## src/rtl/sfx_pkg.sv

```systemverilog
// Shared types and note tables for the sound-effect sequencer.
// Tone half-periods are built from these tables when the design is elaborated.
package sfx_pkg;

    typedef enum logic [1:0] {
        SFX_NONE     = 2'd0,
        SFX_CORRECT  = 2'd1,
        SFX_WRONG    = 2'd2,
        SFX_GAMEOVER = 2'd3
    } sfx_e;

    typedef enum logic [1:0] {
        ST_IDLE = 2'd0,
        ST_TONE = 2'd1,
        ST_GAP  = 2'd2
    } state_e;

    localparam int unsigned HP_W  = 17;
    localparam int unsigned DUR_W = 9;

    localparam logic [DUR_W-1:0] GAP_MS = 9'd50;

    // Indexed [effect][note]; unused slots are zero.
    localparam int unsigned NOTE_HZ [4][4] = '{
        '{0,    0,   0,   0},
        '{1000, 0,   0,   0},
        '{200,  0,   0,   0},
        '{523,  392, 262, 0}
    };

    localparam logic [DUR_W-1:0] NOTE_MS [4][4] = '{
        '{9'd0,   9'd0,   9'd0,   9'd0},
        '{9'd100, 9'd0,   9'd0,   9'd0},
        '{9'd250, 9'd0,   9'd0,   9'd0},
        '{9'd200, 9'd200, 9'd300, 9'd0}
    };

    localparam logic [1:0] LAST_NOTE [4] = '{2'd0, 2'd0, 2'd0, 2'd2};

    typedef logic [3:0][3:0][HP_W-1:0] hp_tab_t;

    function automatic logic [HP_W-1:0] half_period(int unsigned clk_hz, int unsigned f);
        if (f == 0) begin
            return '0;
        end else begin
            return HP_W'(clk_hz / (2 * f));
        end
    endfunction

    function automatic hp_tab_t hp_table(int unsigned clk_hz);
        hp_tab_t t;
        for (int s = 0; s < 4; s++) begin
            for (int n = 0; n < 4; n++) begin
                t[s][n] = half_period(clk_hz, NOTE_HZ[s][n]);
            end
        end
        return t;
    endfunction

endpackage

```

## src/rtl/square_wave_gen.sv

```systemverilog
// Toggle divider: the wave flips every half_period cycles while run is high.
// clear returns the counter and the wave to zero so each note starts low.
module square_wave_gen #(
    parameter int unsigned W = 17
) (
    input  logic         CLOCK_50,
    input  logic         reset,
    input  logic         clear,
    input  logic         run,
    input  logic [W-1:0] half_period,
    output logic         wave
);

    logic [W-1:0] cnt_q, cnt_d;
    logic         wave_q, wave_d;

    // Next-state for the divider; a zero half-period holds the counter still.
    always_comb begin
        cnt_d  = cnt_q;
        wave_d = wave_q;
        if (clear) begin
            cnt_d  = '0;
            wave_d = 1'b0;
        end else if (run && (half_period != '0)) begin
            if (cnt_q >= half_period - W'(1)) begin
                cnt_d  = '0;
                wave_d = ~wave_q;
            end else begin
                cnt_d = cnt_q + W'(1);
            end
        end else begin
            cnt_d = cnt_q;
        end
    end

    // Divider state registers.
    always_ff @(posedge CLOCK_50 or posedge reset) begin
        if (reset) begin
            cnt_q  <= '0;
            wave_q <= 1'b0;
        end else begin
            cnt_q  <= cnt_d;
            wave_q <= wave_d;
        end
    end

    assign wave = wave_q;

endmodule

```

## src/rtl/sfx_player.sv

```systemverilog
// Sound-effect sequencer: priority arbitration of game events, note/gap FSM,
// millisecond prescaler and duration counter driving one buzzer pin.
module sfx_player
    import sfx_pkg::*;
#(
    parameter int unsigned CLK_HZ = 50_000_000,
    parameter int unsigned MS_DIV = CLK_HZ / 1000
) (
    input  logic       CLOCK_50,
    input  logic       reset,
    input  logic       correct_hit,
    input  logic       wrong_hit,
    input  logic       game_over_hit,
    input  logic       sound_en,
    output logic       buzzer,
    output logic       busy,
    output logic [1:0] cur_sfx
);

    localparam int unsigned PRE_W  = (MS_DIV > 1) ? $clog2(MS_DIV) : 1;
    localparam hp_tab_t     HP_TAB = hp_table(CLK_HZ);

    state_e             state_q, state_d;
    sfx_e               sfx_q, sfx_d, req_s;
    logic [1:0]         note_q, note_d;
    logic [PRE_W-1:0]   pre_q, pre_d;
    logic [DUR_W-1:0]   dur_q, dur_d, limit_s;
    logic               busy_q, busy_d;
    logic               en_q;
    logic               tick_s, restart_s, clear_s, run_s, wave_s;
    logic [HP_W-1:0]    hp_s;

    assign tick_s  = (pre_q == PRE_W'(MS_DIV - 1));
    assign limit_s = (state_q == ST_GAP) ? GAP_MS : NOTE_MS[sfx_q][note_q];
    assign hp_s    = HP_TAB[sfx_q][note_q];

    // Request encoding follows enum order, so a numeric compare gives priority.
    always_comb begin
        if (game_over_hit) begin
            req_s = SFX_GAMEOVER;
        end else if (wrong_hit) begin
            req_s = SFX_WRONG;
        end else if (correct_hit) begin
            req_s = SFX_CORRECT;
        end else begin
            req_s = SFX_NONE;
        end
    end

    // Sequencer next-state: restart on accepted request, else step notes and gaps.
    always_comb begin
        state_d   = state_q;
        sfx_d     = sfx_q;
        note_d    = note_q;
        pre_d     = pre_q;
        dur_d     = dur_q;
        restart_s = 1'b0;
        if ((req_s != SFX_NONE) && (req_s >= sfx_q)) begin
            restart_s = 1'b1;
            state_d   = ST_TONE;
            sfx_d     = req_s;
            note_d    = 2'd0;
            pre_d     = '0;
            dur_d     = '0;
        end else begin
            case (state_q)
                ST_IDLE: begin
                    state_d = ST_IDLE;
                end
                ST_TONE, ST_GAP: begin
                    if (tick_s) begin
                        pre_d = '0;
                        if (dur_q == limit_s - DUR_W'(1)) begin
                            dur_d = '0;
                            if (state_q == ST_GAP) begin
                                state_d = ST_TONE;
                                note_d  = note_q + 2'd1;
                            end else if (note_q == LAST_NOTE[sfx_q]) begin
                                state_d = ST_IDLE;
                                sfx_d   = SFX_NONE;
                                note_d  = 2'd0;
                            end else begin
                                state_d = ST_GAP;
                            end
                        end else begin
                            dur_d = dur_q + DUR_W'(1);
                        end
                    end else begin
                        pre_d = pre_q + PRE_W'(1);
                    end
                end
                default: begin
                    state_d = ST_IDLE;
                    sfx_d   = SFX_NONE;
                    note_d  = 2'd0;
                end
            endcase
        end
    end

    // Every state change also zeroes the divider so the buzzer drops with it.
    assign clear_s = restart_s || (state_d != state_q);
    assign run_s   = (state_q == ST_TONE);
    assign busy_d  = (state_d != ST_IDLE);

    // Sequencer state registers.
    always_ff @(posedge CLOCK_50 or posedge reset) begin
        if (reset) begin
            state_q <= ST_IDLE;
            sfx_q   <= SFX_NONE;
            note_q  <= 2'd0;
            pre_q   <= '0;
            dur_q   <= '0;
            busy_q  <= 1'b0;
            en_q    <= 1'b0;
        end else begin
            state_q <= state_d;
            sfx_q   <= sfx_d;
            note_q  <= note_d;
            pre_q   <= pre_d;
            dur_q   <= dur_d;
            busy_q  <= busy_d;
            en_q    <= sound_en;
        end
    end

    square_wave_gen #(.W(HP_W)) u_wave (
        .CLOCK_50    (CLOCK_50),
        .reset       (reset),
        .clear       (clear_s),
        .run         (run_s),
        .half_period (hp_s),
        .wave        (wave_s)
    );

    assign buzzer  = wave_s & en_q;
    assign busy    = busy_q;
    assign cur_sfx = sfx_q;

endmodule
```

## config.mk

```make
export PLATFORM = sky130hd
export DESIGN_NAME = sfx_player
export DESIGN_NICKNAME = d
export VERILOG_FILES = /design/src/rtl/sfx_pkg.sv /design/src/rtl/square_wave_gen.sv /design/src/rtl/sfx_player.sv
export SDC_FILE = /design/constraint.sdc
export NUM_CORES = 1
export LEC_CHECK = 0
export ABC_AREA = 1
export CORE_MARGIN = 2
export CORE_UTILIZATION = 35
export DETAILED_ROUTE_END_ITERATION = 6
export PLACE_DENSITY = 0.52
export SKIP_LAST_GASP = 1
export SYNTH_ARGS = -nofsm -noshare
export SYNTH_HDL_FRONTEND = slang
export SYNTH_SLANG_ARGS = --single-unit
```

## constraint.sdc

```tcl
create_clock -name CLOCK_50 -period 4.8 [get_ports CLOCK_50]
set_input_delay 0.96 -clock CLOCK_50 [delete_from_list [all_inputs] [get_ports CLOCK_50]]
set_output_delay 0.96 -clock CLOCK_50 [all_outputs]
set_load 0.005 [all_outputs]
```

==> run metrics <==
Seq cells post-synth=51; Non-Filler Instances=762; number of antenna violations at the first check in global routing=0; Seq pwr share=22.7%; Detailed Place HPWL=just under 8000 um; FILL cells=1278; Syn Nets=between 600 and 700; largest net degree at the start of global routing=52; clock tree from TritonCTS=yes; Post-DRT Antenna Nets=0; Gate Count Post-Synth=around 600; most common cell after layout, fill and taps aside=nand2_1; Worst path max stage delay=0.47 ns; clock skew=approximately 0.0097 ns; Initial Util=between 30% and 40%; H-tree levels=2; Critical Path AT=between 4 and 5 ns; CTS Sinks=51; Hold Crit Class=reg -> reg; most frequent cells in the layout=nand2_1 (111), inv_1 (88), nor2_1 (67); switch share=between 50 and 60%; worst rel slew slack=a little over half; slowest CP cell=dfrtp_1; antenna diode count=0; Pre-Repair DR Iteration Count=4; Worst Path Buf+Inv=5; Crit. End Element=flip-flop; internal cell power=approximately 1.2 mW; total chip power=2.47 mW; Sw Pwr=1.27 mW; CTS max path bufs=2; first-pass GRT wire length=between 15000 and 20000 um; Die Y=between 100 and 150 um; max-slew violations=0; met2 usage=between 20% and 30%; IR Drop Worst-Case VDD=about 330 uV; max-cap check violation count=0; minimum hold slack=between 0.5 and 0.6 ns; die area=~13000 um2; CP startpoint kind=flip-flop; Clk Latency, worst-skew pair=0.31 ns; io pins=10; Post-synth ARST share=100%; post-CTS resize count=0; clock share of power=15.6%; busiest metal layer after global routing=met2; Root Driver=clkbuf_16; met1 GRT Util=between 20% and 30%; CP Cell Sequence=ha_1, nand3_4, o21ai_2, nor2_2, inv_2, nor2_2, nand2_1, nor2_2, inv_2, nor3_2, nor2_1, ha_1, nand2_1, inv_1, o21ai_0, nand2_1, nor3b_1, a2111oi_0, nand4_1, buf_4, buf_4, nor2_1, nand3_1, o21ai_2; RSZ-0062 raised after global routing=no; Global Route met3 Usage=3.27%; starting DRC count in detailed routing=260; Synth warnings=0; Pleak=2.23 nW; DR DRC count=0; CP Class=reg -> reg; CTS buffer count=5; GRT overflow=0; fmax=roughly 250 MHz; min Tclk post-route=between 4 and 5 ns; synthesis-to-finish area growth=9.12%; commonest register cell after synthesis=dfrtp_1; Final #Nets=between 600 and 700; crit-path max FO=12; layout cells sized above 1=under 10%; status=finished, final reports clean; Buffers on Ports=9; number of global-route vias before repair=approximately 3800; GRT Total Usage=between 10% and 20%; drt wl/cell=13.7 um; Final GP Congestion=roughly 0.85; DR vias/cell=5.09; register area share after synthesis=29.5%; worst slew pin tran=0.692 ns; fin crit share=a little over four fifths; EDFF count, synth=0; Logic pwr share=about three fifths; count of final hold-check violations=0; Worst EP required=a little over 5 ns; pwr/cell area=around 520 nW/um2; placed cell count=750; Die Wd=about 120 um; Yosys cell types=40; Mean Syn Cell Area=slightly above 7 um2; Top delay family on crit path=simple AND/OR/NAND/NOR gates; total negative slack=0 ns; setup violators final=0; synthesized cell area=roughly 4300 um2; Reg clk slew, reported paths=0.08 ns; num rows=40; total wire length=between 10000 and 15000 um; Via Count=around 3900; core footprint=12000 um2
-- worst reg2reg max path: cells and delay by family (launching register included) --
family	cells	cell delay (ns)
AND/OR/NAND/NOR	13	1.69
buffers and inverters	5	0.53
adder cells (fa/ha/maj)	2	0.66
AO/OA/AOI/OAI	4	0.66
flip-flops	1	0.47
-- flip-flops by register name, indices dropped and copies added (netlist names) --
register	cells
cur_sfx	2
en_q	1
dur_q	9
u_wave.cnt_q	17
u_wave.wave	1
pre_q	16
busy	1
note_q	2
state_q	2
-- area by class of cell --
type                            instances  area, um2  area share (%)
Clock buffer                            5        125            2.65
Multi-Input combinational cell        441       2580            54.7
Timing Repair Buffer                   18        158            3.34
Tap cell                              147        184            3.90
Clock inverter                          3       23.8           0.504
Inverter                               97        372            7.88
Sequential cell                        51       1280            27.1
-- synth_stat cells, drive strengths merged, types with 6 or more instances --
cell type / n / area share [%]
a21oi: 16 / 1.9
buf: 10 / 2.1
dfrtp: 51 / 30
ha: 33 / 9.6
inv: 96 / 8.5
nand2: 120 / 11
nand3: 70 / 8.9
nand4: 14 / 2.0
nor2: 75 / 7.5
nor3: 16 / 2.0
nor4: 8 / 1.2
o21ai: 30 / 4.2
o22ai: 7 / 1.0
xnor2: 6 / 1.2
xor2: 28 / 5.7
-- per-layer routing --
metal	routed length, um	vias to the layer above
met5	0	-
met4	144	0
met3	277	12
met2	5060	47
met1	4970	1824
li1	-	1993
-- cell families (layout without fill, tap and decap cells) --
logic type | after synthesis | in the layout | share of synthesized area (%)
simple gates | 307 | 307 | 33.6
flops | 51 | 51 | 29.5
xor+xnor | 34 | 34 | 6.89
compound gates | 67 | 67 | 9.58
buf+inv | 109 | 123 | 10.8
fa+ha+maj | 33 | 33 | 9.55
-- timing repair --
action | CTS | global route
setup endpoints to repair | 0 | 18
hold buffers | 0 | 0
setup buffers | 0 | 4
-- power groups by stage --
| stage | logic (mW) | registers, mW | clock network, mW |
|---|---|---|---|
| floorplan | 1.24 | 0.522 | 0 |
| global placement | 1.50 | 0.564 | 0 |
| detailed placement | 1.52 | 0.567 | 0 |
| CTS | 1.53 | 0.559 | 0.405 |
| global route | 1.75 | 0.569 | 0.425 |
| finish | 1.52 | 0.560 | 0.385 |
-- final timing paths --
kind | startpoint | end | slack, ns | cells after the start
max | cur_sfx[0] | u_wave.cnt_q[15] | 0.73 | 24
min | pre_q[9] | pre_q[9] | 0.56 | 2
max reg2reg | cur_sfx[0] | u_wave.cnt_q[15] | 0.73 | 24
min reg2reg | pre_q[9] | pre_q[9] | 0.56 | 2
max in group asynchronous | reset | dur_q[6] | 3.18 | 3
min in group asynchronous | reset | u_wave.cnt_q[16] | 1.16 | 3
-- metrics by stage --
stage          setup WS (ns)  util (%)  instance area, um2
2_1_floorplan           1.27         -                4320
3_3_place_gp           0.698      37.8                4540
3_5_place_dp           0.376      37.8                4540
4_1_cts                0.352      39.0                4690
5_1_grt                0.280      39.3                4720
6_report               0.735      39.3                4720
Note: power is estimated with default switching activity, not from simulation.
